[src/rtl/aes_axil_regs.sv]
// AXI4-Lite register file for the AES-CTR core: key, IV, control, status and block count.
// Writes commit once both AW and W are held; B and R responses are registered and held until accepted.
module aes_axil_regs #(
    parameter int          ADDR_W  = 6,
    parameter logic [31:0] VERSION = 32'h0001_0000
) (
    input  logic              clk,
    input  logic              rst_n,
    input  logic [ADDR_W-1:0] s_axil_awaddr,
    input  logic              s_axil_awvalid,
    output logic              s_axil_awready,
    input  logic [31:0]       s_axil_wdata,
    input  logic [3:0]        s_axil_wstrb,
    input  logic              s_axil_wvalid,
    output logic              s_axil_wready,
    output logic [1:0]        s_axil_bresp,
    output logic              s_axil_bvalid,
    input  logic              s_axil_bready,
    input  logic [ADDR_W-1:0] s_axil_araddr,
    input  logic              s_axil_arvalid,
    output logic              s_axil_arready,
    output logic [31:0]       s_axil_rdata,
    output logic [1:0]        s_axil_rresp,
    output logic              s_axil_rvalid,
    input  logic              s_axil_rready,
    output logic [127:0]      key,
    output logic [127:0]      iv,
    output logic              enable,
    output logic              start_pulse,
    input  logic              core_busy,
    input  logic              core_done,
    input  logic [31:0]       block_count
);

    localparam logic [1:0] RESP_OKAY   = 2'b00;
    localparam logic [1:0] RESP_SLVERR = 2'b10;

    localparam logic [3:0] IDX_CTRL    = 4'd0;
    localparam logic [3:0] IDX_STATUS  = 4'd1;
    localparam logic [3:0] IDX_LAST    = 4'd11;

    logic              aw_held;
    logic [ADDR_W-1:0] aw_addr;
    logic              w_held;
    logic [31:0]       w_data;
    logic [3:0]        w_strb;
    logic              done_sticky;

    logic              aw_fire;
    logic              w_fire;
    logic              ar_fire;
    logic              commit;
    logic [ADDR_W-1:0] wr_addr;
    logic [31:0]       wr_data;
    logic [3:0]        wr_strb;
    logic [3:0]        wr_idx;
    logic              wr_map;
    logic [3:0]        rd_idx;
    logic              rd_map;
    logic [31:0]       rd_word;
    logic              unused_addr_bits;

    function automatic logic [31:0] merge_bytes(input logic [31:0] old_word,
                                                input logic [31:0] new_word,
                                                input logic [3:0]  strb);
        logic [31:0] res;
        res = old_word;
        for (int b = 0; b < 4; b++) begin
            if (strb[b]) res[8*b +: 8] = new_word[8*b +: 8];
        end
        return res;
    endfunction

    assign s_axil_awready = !aw_held && !s_axil_bvalid;
    assign s_axil_wready  = !w_held  && !s_axil_bvalid;
    assign s_axil_arready = !s_axil_rvalid;

    assign aw_fire = s_axil_awvalid && s_axil_awready;
    assign w_fire  = s_axil_wvalid  && s_axil_wready;
    assign ar_fire = s_axil_arvalid && s_axil_arready;

    // A write commits in the cycle both halves are available, whether latched earlier or arriving now.
    assign commit  = (aw_held || aw_fire) && (w_held || w_fire);
    assign wr_addr = aw_held ? aw_addr : s_axil_awaddr;
    assign wr_data = w_held  ? w_data  : s_axil_wdata;
    assign wr_strb = w_held  ? w_strb  : s_axil_wstrb;

    assign wr_idx  = wr_addr[5:2];
    assign wr_map  = ((wr_addr >> 6) == '0) && (wr_idx <= IDX_LAST);
    assign rd_idx  = s_axil_araddr[5:2];

    assign unused_addr_bits = ^{wr_addr[1:0], s_axil_araddr[1:0]};

    always_comb begin
        rd_word = '0;
        rd_map  = 1'b1;
        case (rd_idx)
            4'd0:    rd_word = {30'd0, enable, 1'b0};
            4'd1:    rd_word = {30'd0, done_sticky, core_busy};
            4'd2:    rd_word = key[127:96];
            4'd3:    rd_word = key[95:64];
            4'd4:    rd_word = key[63:32];
            4'd5:    rd_word = key[31:0];
            4'd6:    rd_word = iv[127:96];
            4'd7:    rd_word = iv[95:64];
            4'd8:    rd_word = iv[63:32];
            4'd9:    rd_word = iv[31:0];
            4'd10:   rd_word = block_count;
            4'd11:   rd_word = VERSION;
            default: rd_map  = 1'b0;
        endcase
        if ((s_axil_araddr >> 6) != '0) begin
            rd_word = '0;
            rd_map  = 1'b0;
        end
    end

    // Write channel: independent AW/W latches, single outstanding B response.
    always_ff @(posedge clk or negedge rst_n) begin
        if (!rst_n) begin
            aw_held       <= 1'b0;
            aw_addr       <= '0;
            w_held        <= 1'b0;
            w_data        <= '0;
            w_strb        <= '0;
            s_axil_bvalid <= 1'b0;
            s_axil_bresp  <= RESP_OKAY;
        end else begin
            if (commit) begin
                aw_held       <= 1'b0;
                w_held        <= 1'b0;
                s_axil_bvalid <= 1'b1;
                s_axil_bresp  <= wr_map ? RESP_OKAY : RESP_SLVERR;
            end else begin
                if (aw_fire) begin
                    aw_held <= 1'b1;
                    aw_addr <= s_axil_awaddr;
                end
                if (w_fire) begin
                    w_held <= 1'b1;
                    w_data <= s_axil_wdata;
                    w_strb <= s_axil_wstrb;
                end
                if (s_axil_bready) s_axil_bvalid <= 1'b0;
            end
        end
    end

    // Read channel: data captured at the AR handshake, so a same-cycle write is not yet visible.
    always_ff @(posedge clk or negedge rst_n) begin
        if (!rst_n) begin
            s_axil_rvalid <= 1'b0;
            s_axil_rdata  <= '0;
            s_axil_rresp  <= RESP_OKAY;
        end else if (ar_fire) begin
            s_axil_rvalid <= 1'b1;
            s_axil_rdata  <= rd_word;
            s_axil_rresp  <= rd_map ? RESP_OKAY : RESP_SLVERR;
        end else if (s_axil_rready) begin
            s_axil_rvalid <= 1'b0;
        end
    end

    always_ff @(posedge clk or negedge rst_n) begin
        if (!rst_n) begin
            key    <= '0;
            iv     <= '0;
            enable <= 1'b0;
        end else if (commit && wr_map) begin
            case (wr_idx)
                4'd0:    if (wr_strb[0]) enable <= wr_data[1];
                4'd2:    key[127:96] <= merge_bytes(key[127:96], wr_data, wr_strb);
                4'd3:    key[95:64]  <= merge_bytes(key[95:64],  wr_data, wr_strb);
                4'd4:    key[63:32]  <= merge_bytes(key[63:32],  wr_data, wr_strb);
                4'd5:    key[31:0]   <= merge_bytes(key[31:0],   wr_data, wr_strb);
                4'd6:    iv[127:96]  <= merge_bytes(iv[127:96],  wr_data, wr_strb);
                4'd7:    iv[95:64]   <= merge_bytes(iv[95:64],   wr_data, wr_strb);
                4'd8:    iv[63:32]   <= merge_bytes(iv[63:32],   wr_data, wr_strb);
                4'd9:    iv[31:0]    <= merge_bytes(iv[31:0],    wr_data, wr_strb);
                default: ;
            endcase
        end
    end

    // A done event arriving with a W1C clear must not be lost, so set has priority.
    always_ff @(posedge clk or negedge rst_n) begin
        if (!rst_n) begin
            start_pulse <= 1'b0;
            done_sticky <= 1'b0;
        end else begin
            start_pulse <= commit && wr_map && (wr_idx == IDX_CTRL) && wr_strb[0] && wr_data[0];
            if (core_done) begin
                done_sticky <= 1'b1;
            end else if (commit && wr_map && (wr_idx == IDX_STATUS) && wr_strb[0] && wr_data[1]) begin
                done_sticky <= 1'b0;
            end
        end
    end

endmodule

[config.mk]
export PLATFORM = sky130hd
export DESIGN_NAME = aes_axil_regs
export DESIGN_NICKNAME = d
export VERILOG_FILES = /design/src/rtl/aes_axil_regs.sv
export SDC_FILE = /design/constraint.sdc
export NUM_CORES = 1
export LEC_CHECK = 0
export CORE_ASPECT_RATIO = 0.7
export CORE_MARGIN = 1
export CORE_UTILIZATION = 65
export CTS_BUF_LIST = sky130_fd_sc_hd__clkbuf_8
export CTS_CLUSTER_DIAMETER = 50
export DETAILED_ROUTE_END_ITERATION = 12
export DONT_BUFFER_PORTS = 1
export PLACE_DENSITY = 0.86
export SKIP_LAST_GASP = 1
export SYNTH_ARGS = -nofsm -noshare
export SYNTH_HDL_FRONTEND = slang
export SYNTH_SLANG_ARGS = --single-unit
[constraint.sdc]
create_clock -name clk -period 2.45 [get_ports clk]
set_clock_uncertainty 0.05 [all_clocks]
set_input_delay 0.3675 -clock clk [delete_from_list [all_inputs] [get_ports clk]]
set_output_delay 0.3675 -clock clk [all_outputs]
set_load 0.01 [all_outputs]
==> flow_metrics.env <==
export IMPL_status="complete, but fails checks"
export IMPL_violations="hold timing"
export IMPL_routed_wl_mm=55.2
export IMPL_clockBufferDepth=3
export IMPL_hold_class="in2async"
export IMPL_grt_max_degree=338
export IMPL_path_clk_slew_ns=0.06
export IMPL_max_stage_delay_ns=0.61
export IMPL_finalSetupViolCount=0
export IMPL_syn_area_sq_um=15700
export IMPL_drc=0
export IMPL_die_x_microns=188
export IMPL_area_growth_pct=14.9
export IMPL_gp_congestion=0.921
export IMPL_dp_slack_ns=0.000357
export IMPL_synth_seq_area_share_pct=53.6
export IMPL_die_h_microns=132
export IMPL_cp_end_kind="register"
export IMPL_h_tree_depth=2
export IMPL_grtUsageTotal_pct=44.5
export IMPL_worstMarginPinSlew_ns=1.24
export IMPL_cap_violations=0
export IMPL_power_density_nw_per_um2=1100
export IMPL_cp_slowest_cell="or3b_1"
export IMPL_syn_inst=1202
export IMPL_crit_chain="o32a_1 -> or2_2 -> or3b_1 -> mux2_1"
export IMPL_arrival_ns=2.82
export IMPL_vias=11900
export IMPL_ys_ff_latch=337
export IMPL_async_flop_share_pct=100
export IMPL_rsz0062_at_grt="no"
export IMPL_layout_min_cycle_time_ns=2.41
export IMPL_instances_no_fill=1661
export IMPL_layout_drive_gt1_share_pct=39.2
export IMPL_layout_nets=1400
export IMPL_syn_area_per_cell_sq_um=13.1
export IMPL_p_leak_nw=8.29
export IMPL_final_max_slew_viol_count=0
export IMPL_die_area_sq_um=24800
export IMPL_synth_warnings=0
export IMPL_yosys_top_cells_area="dfrtp_1 (54%), mux2_2 (23%), mux2i_1 (2.5%)"
export IMPL_tns_ns=0
export IMPL_synth_edf_count=0
export IMPL_viasPerCell=7.15
export IMPL_period_share_pct=98.5
export IMPL_peakVddDrop_mv=1.01
export IMPL_first_pass_iters=5
export IMPL_insertion_delay_ns=0.59
export IMPL_first_global_vias=12300
export IMPL_cts_tree="yes"
export IMPL_grt_first_pass_wirelength_mm=80.5
export IMPL_ys_types=58
export IMPL_hold_viol=337
export IMPL_synth_top_cell_area_share_pct=53.6
export IMPL_placed_cells=1525
export IMPL_path_max_fanout=11
export IMPL_port_buffers=0
export IMPL_rows=47
export IMPL_startpoint_type="register"
export IMPL_root_buffer="clkbuf_8"
export IMPL_crit_required_ns=2.86
export IMPL_drtIter0Drc=1061
export IMPL_initial_utilization_pct=66.3
export IMPL_ant_nets=0
export IMPL_synth_flop_cell="dfrtp_1"
export IMPL_crit_type="reg2reg"
export IMPL_timing_slew_headroom_pct=17.3
export IMPL_fin_ws_ns=0.0363
export IMPL_whs_ns=-0.562
export IMPL_grt_overflow_total=0
export IMPL_n_antenna_cell=0
export IMPL_core_area_sq_um=23700
export IMPL_pin_count=388
export IMPL_yosys_area_top_type="dfrtp_1"
export IMPL_clock_sinks=337
export IMPL_wl_per_cell_microns=33.2
export IMPL_antenna_found_initial=0
export IMPL_cts_made_buffers=51
export IMPL_fmax_mhz=414
export IMPL_dp_hpwl_mm=36.1
layout by cell type, fill, tap and decap left out, types with 4 or more instances in the layout:
| cell type | netlist | routed |
|---|---|---|
| dfrtp_1 | 337 | 335 |
| mux2_2 | 321 | 321 |
| buf_4 | 4 | 69 |
| clkbuf_8 | 0 | 64 |
| nand2_1 | 54 | 50 |
| o21ai_0 | 49 | 49 |
| dlygate4sd3_1 | 0 | 49 |
| a22oi_1 | 46 | 46 |
| mux2i_1 | 39 | 39 |
| inv_1 | 10 | 27 |
| nor2_1 | 26 | 26 |
| a22o_1 | 22 | 22 |
| a21oi_1 | 18 | 18 |
| o22ai_1 | 19 | 18 |
| a221oi_1 | 14 | 14 |
| nor3_4 | 12 | 12 |
| nor2b_1 | 16 | 12 |
| nor3_1 | 13 | 12 |
| nor3_2 | 9 | 10 |
| buf_12 | 0 | 10 |
| nand2b_1 | 11 | 9 |
| o2bb2ai_1 | 9 | 9 |
| a221o_1 | 8 | 8 |
| nand3_1 | 8 | 8 |
| mux2_1 | 8 | 8 |
| and3_1 | 7 | 6 |
| a2111oi_0 | 5 | 5 |
| nor3b_1 | 6 | 5 |
| mux4_2 | 5 | 5 |
| o22a_1 | 5 | 5 |
| or2_4 | 1 | 4 |
| nand2_2 | 0 | 4 |
| nor2b_2 | 0 | 4 |
| o211ai_1 | 4 | 4 |
| a211oi_1 | 4 | 4 |
| nor2_2 | 4 | 4 |
registers in the layout, indices dropped and copies added, names as in the netlist, 4 cells and up:
name,cells
w_strb,4
s_axil_rdata,32
iv,128
key,128
aw_addr,4
w_data,32
per-stage QoR:
stage | util [%] | total power, mW | hold WS, ns | instance area, sq um
final | 76.3 | 19.9 | -0.562 | 18100
after global routing | 76.3 | 20.7 | -0.605 | 18100
after CTS | 76.0 | 19.7 | -0.584 | 18000
after detailed placement | 69.8 | 15.1 | 0.0277 | 16500
after global placement | 69.8 | 14.7 | 0.0276 | 16500
after floorplan | - | 13.1 | 0.0219 | 15700
per-layer routing:
| metal | wire [microns] | global-route usage, % |
|---|---|---|
| met5 | 0 | 0 |
| met4 | 2400 | 18.5 |
| met3 | 8170 | 18.7 |
| met2 | 24800 | 68.1 |
| met1 | 19900 | 56.2 |
power breakdown:
part | switching, mW | internal [mW]
registers | 3.02 | 7.56
clock network | 2.18 | 2.43
logic | 2.24 | 2.48
total | 7.43 | 12.5
logic make-up after synthesis:
logic type	count (synthesis)	synth area share, %
other	1	0.0239
muxes	376	27.0
AOI/OAI and AO/OA	217	9.84
DFF	337	53.6
buffers and inverters	84	2.29
and+or+nand+nor	187	7.19
critical path: cells and delay by family (launching register included):
family | cells | cell delay, ns
mux | 1 | 0.41
compound gates | 1 | 0.40
flops | 1 | 0.50
simple gates | 2 | 0.92
what timing repair did:
| item | 4_1_cts | 5_1_grt |
|---|---|---|
| endpoints found under the hold margin | 390 | 339 |
| buffers inserted | 0 | 2 |
| hold buffers | 47 | 2 |
| setup endpoints to repair | 5 | 190 |
| pin swaps | 0 | 0 |
| gates resized for setup | 1 | 12 |
layout make-up:
type                       count  area [sq um]
sequential                   337          8440
multi-input combinational    782          7000
fill                        1472          5630
timing repair buffer         128          1210
clock buffer                  64           881
tap                          318           398
clock inverter                21           111
inverter                      11          41.3
Yosys cell counts (16+ instances only):
cell        n
dfrtp_1   337
mux2_2    321
nand2_1    54
o21ai_0    49
a22oi_1    46
mux2i_1    39
clkbuf_1   36
nor2_1     26
a22o_1     22
o22ai_1    19
a21oi_1    18
buf_2      18
nor2b_1    16
path summary, 6_finish.rpt:
| kind | slack [ns] | from | endpoint | depth (start not counted) |
|---|---|---|---|---|
| min reg2reg | 0.45 | w_data[3]$_DFFE_PN0P_ | w_data[3]$_DFFE_PN0P_ | 1 |
| min in group clk | 0.04 | s_axil_araddr[4] | s_axil_rdata[20]$_DFFE_PN0P_ | 2 |
| max reg2reg | 0.04 | aw_held$_DFFE_PN0P_ | iv[37]$_DFFE_PN0P_ | 4 |
| min | -0.56 | rst_n | iv[93]$_DFFE_PN0P_ | 0 |
| max | 0.04 | aw_held$_DFFE_PN0P_ | iv[37]$_DFFE_PN0P_ | 4 |
| max in group asynchronous | 2.19 | rst_n | w_held$_DFFE_PN0P_ | 0 |
Power figures use the tool's default switching activity.
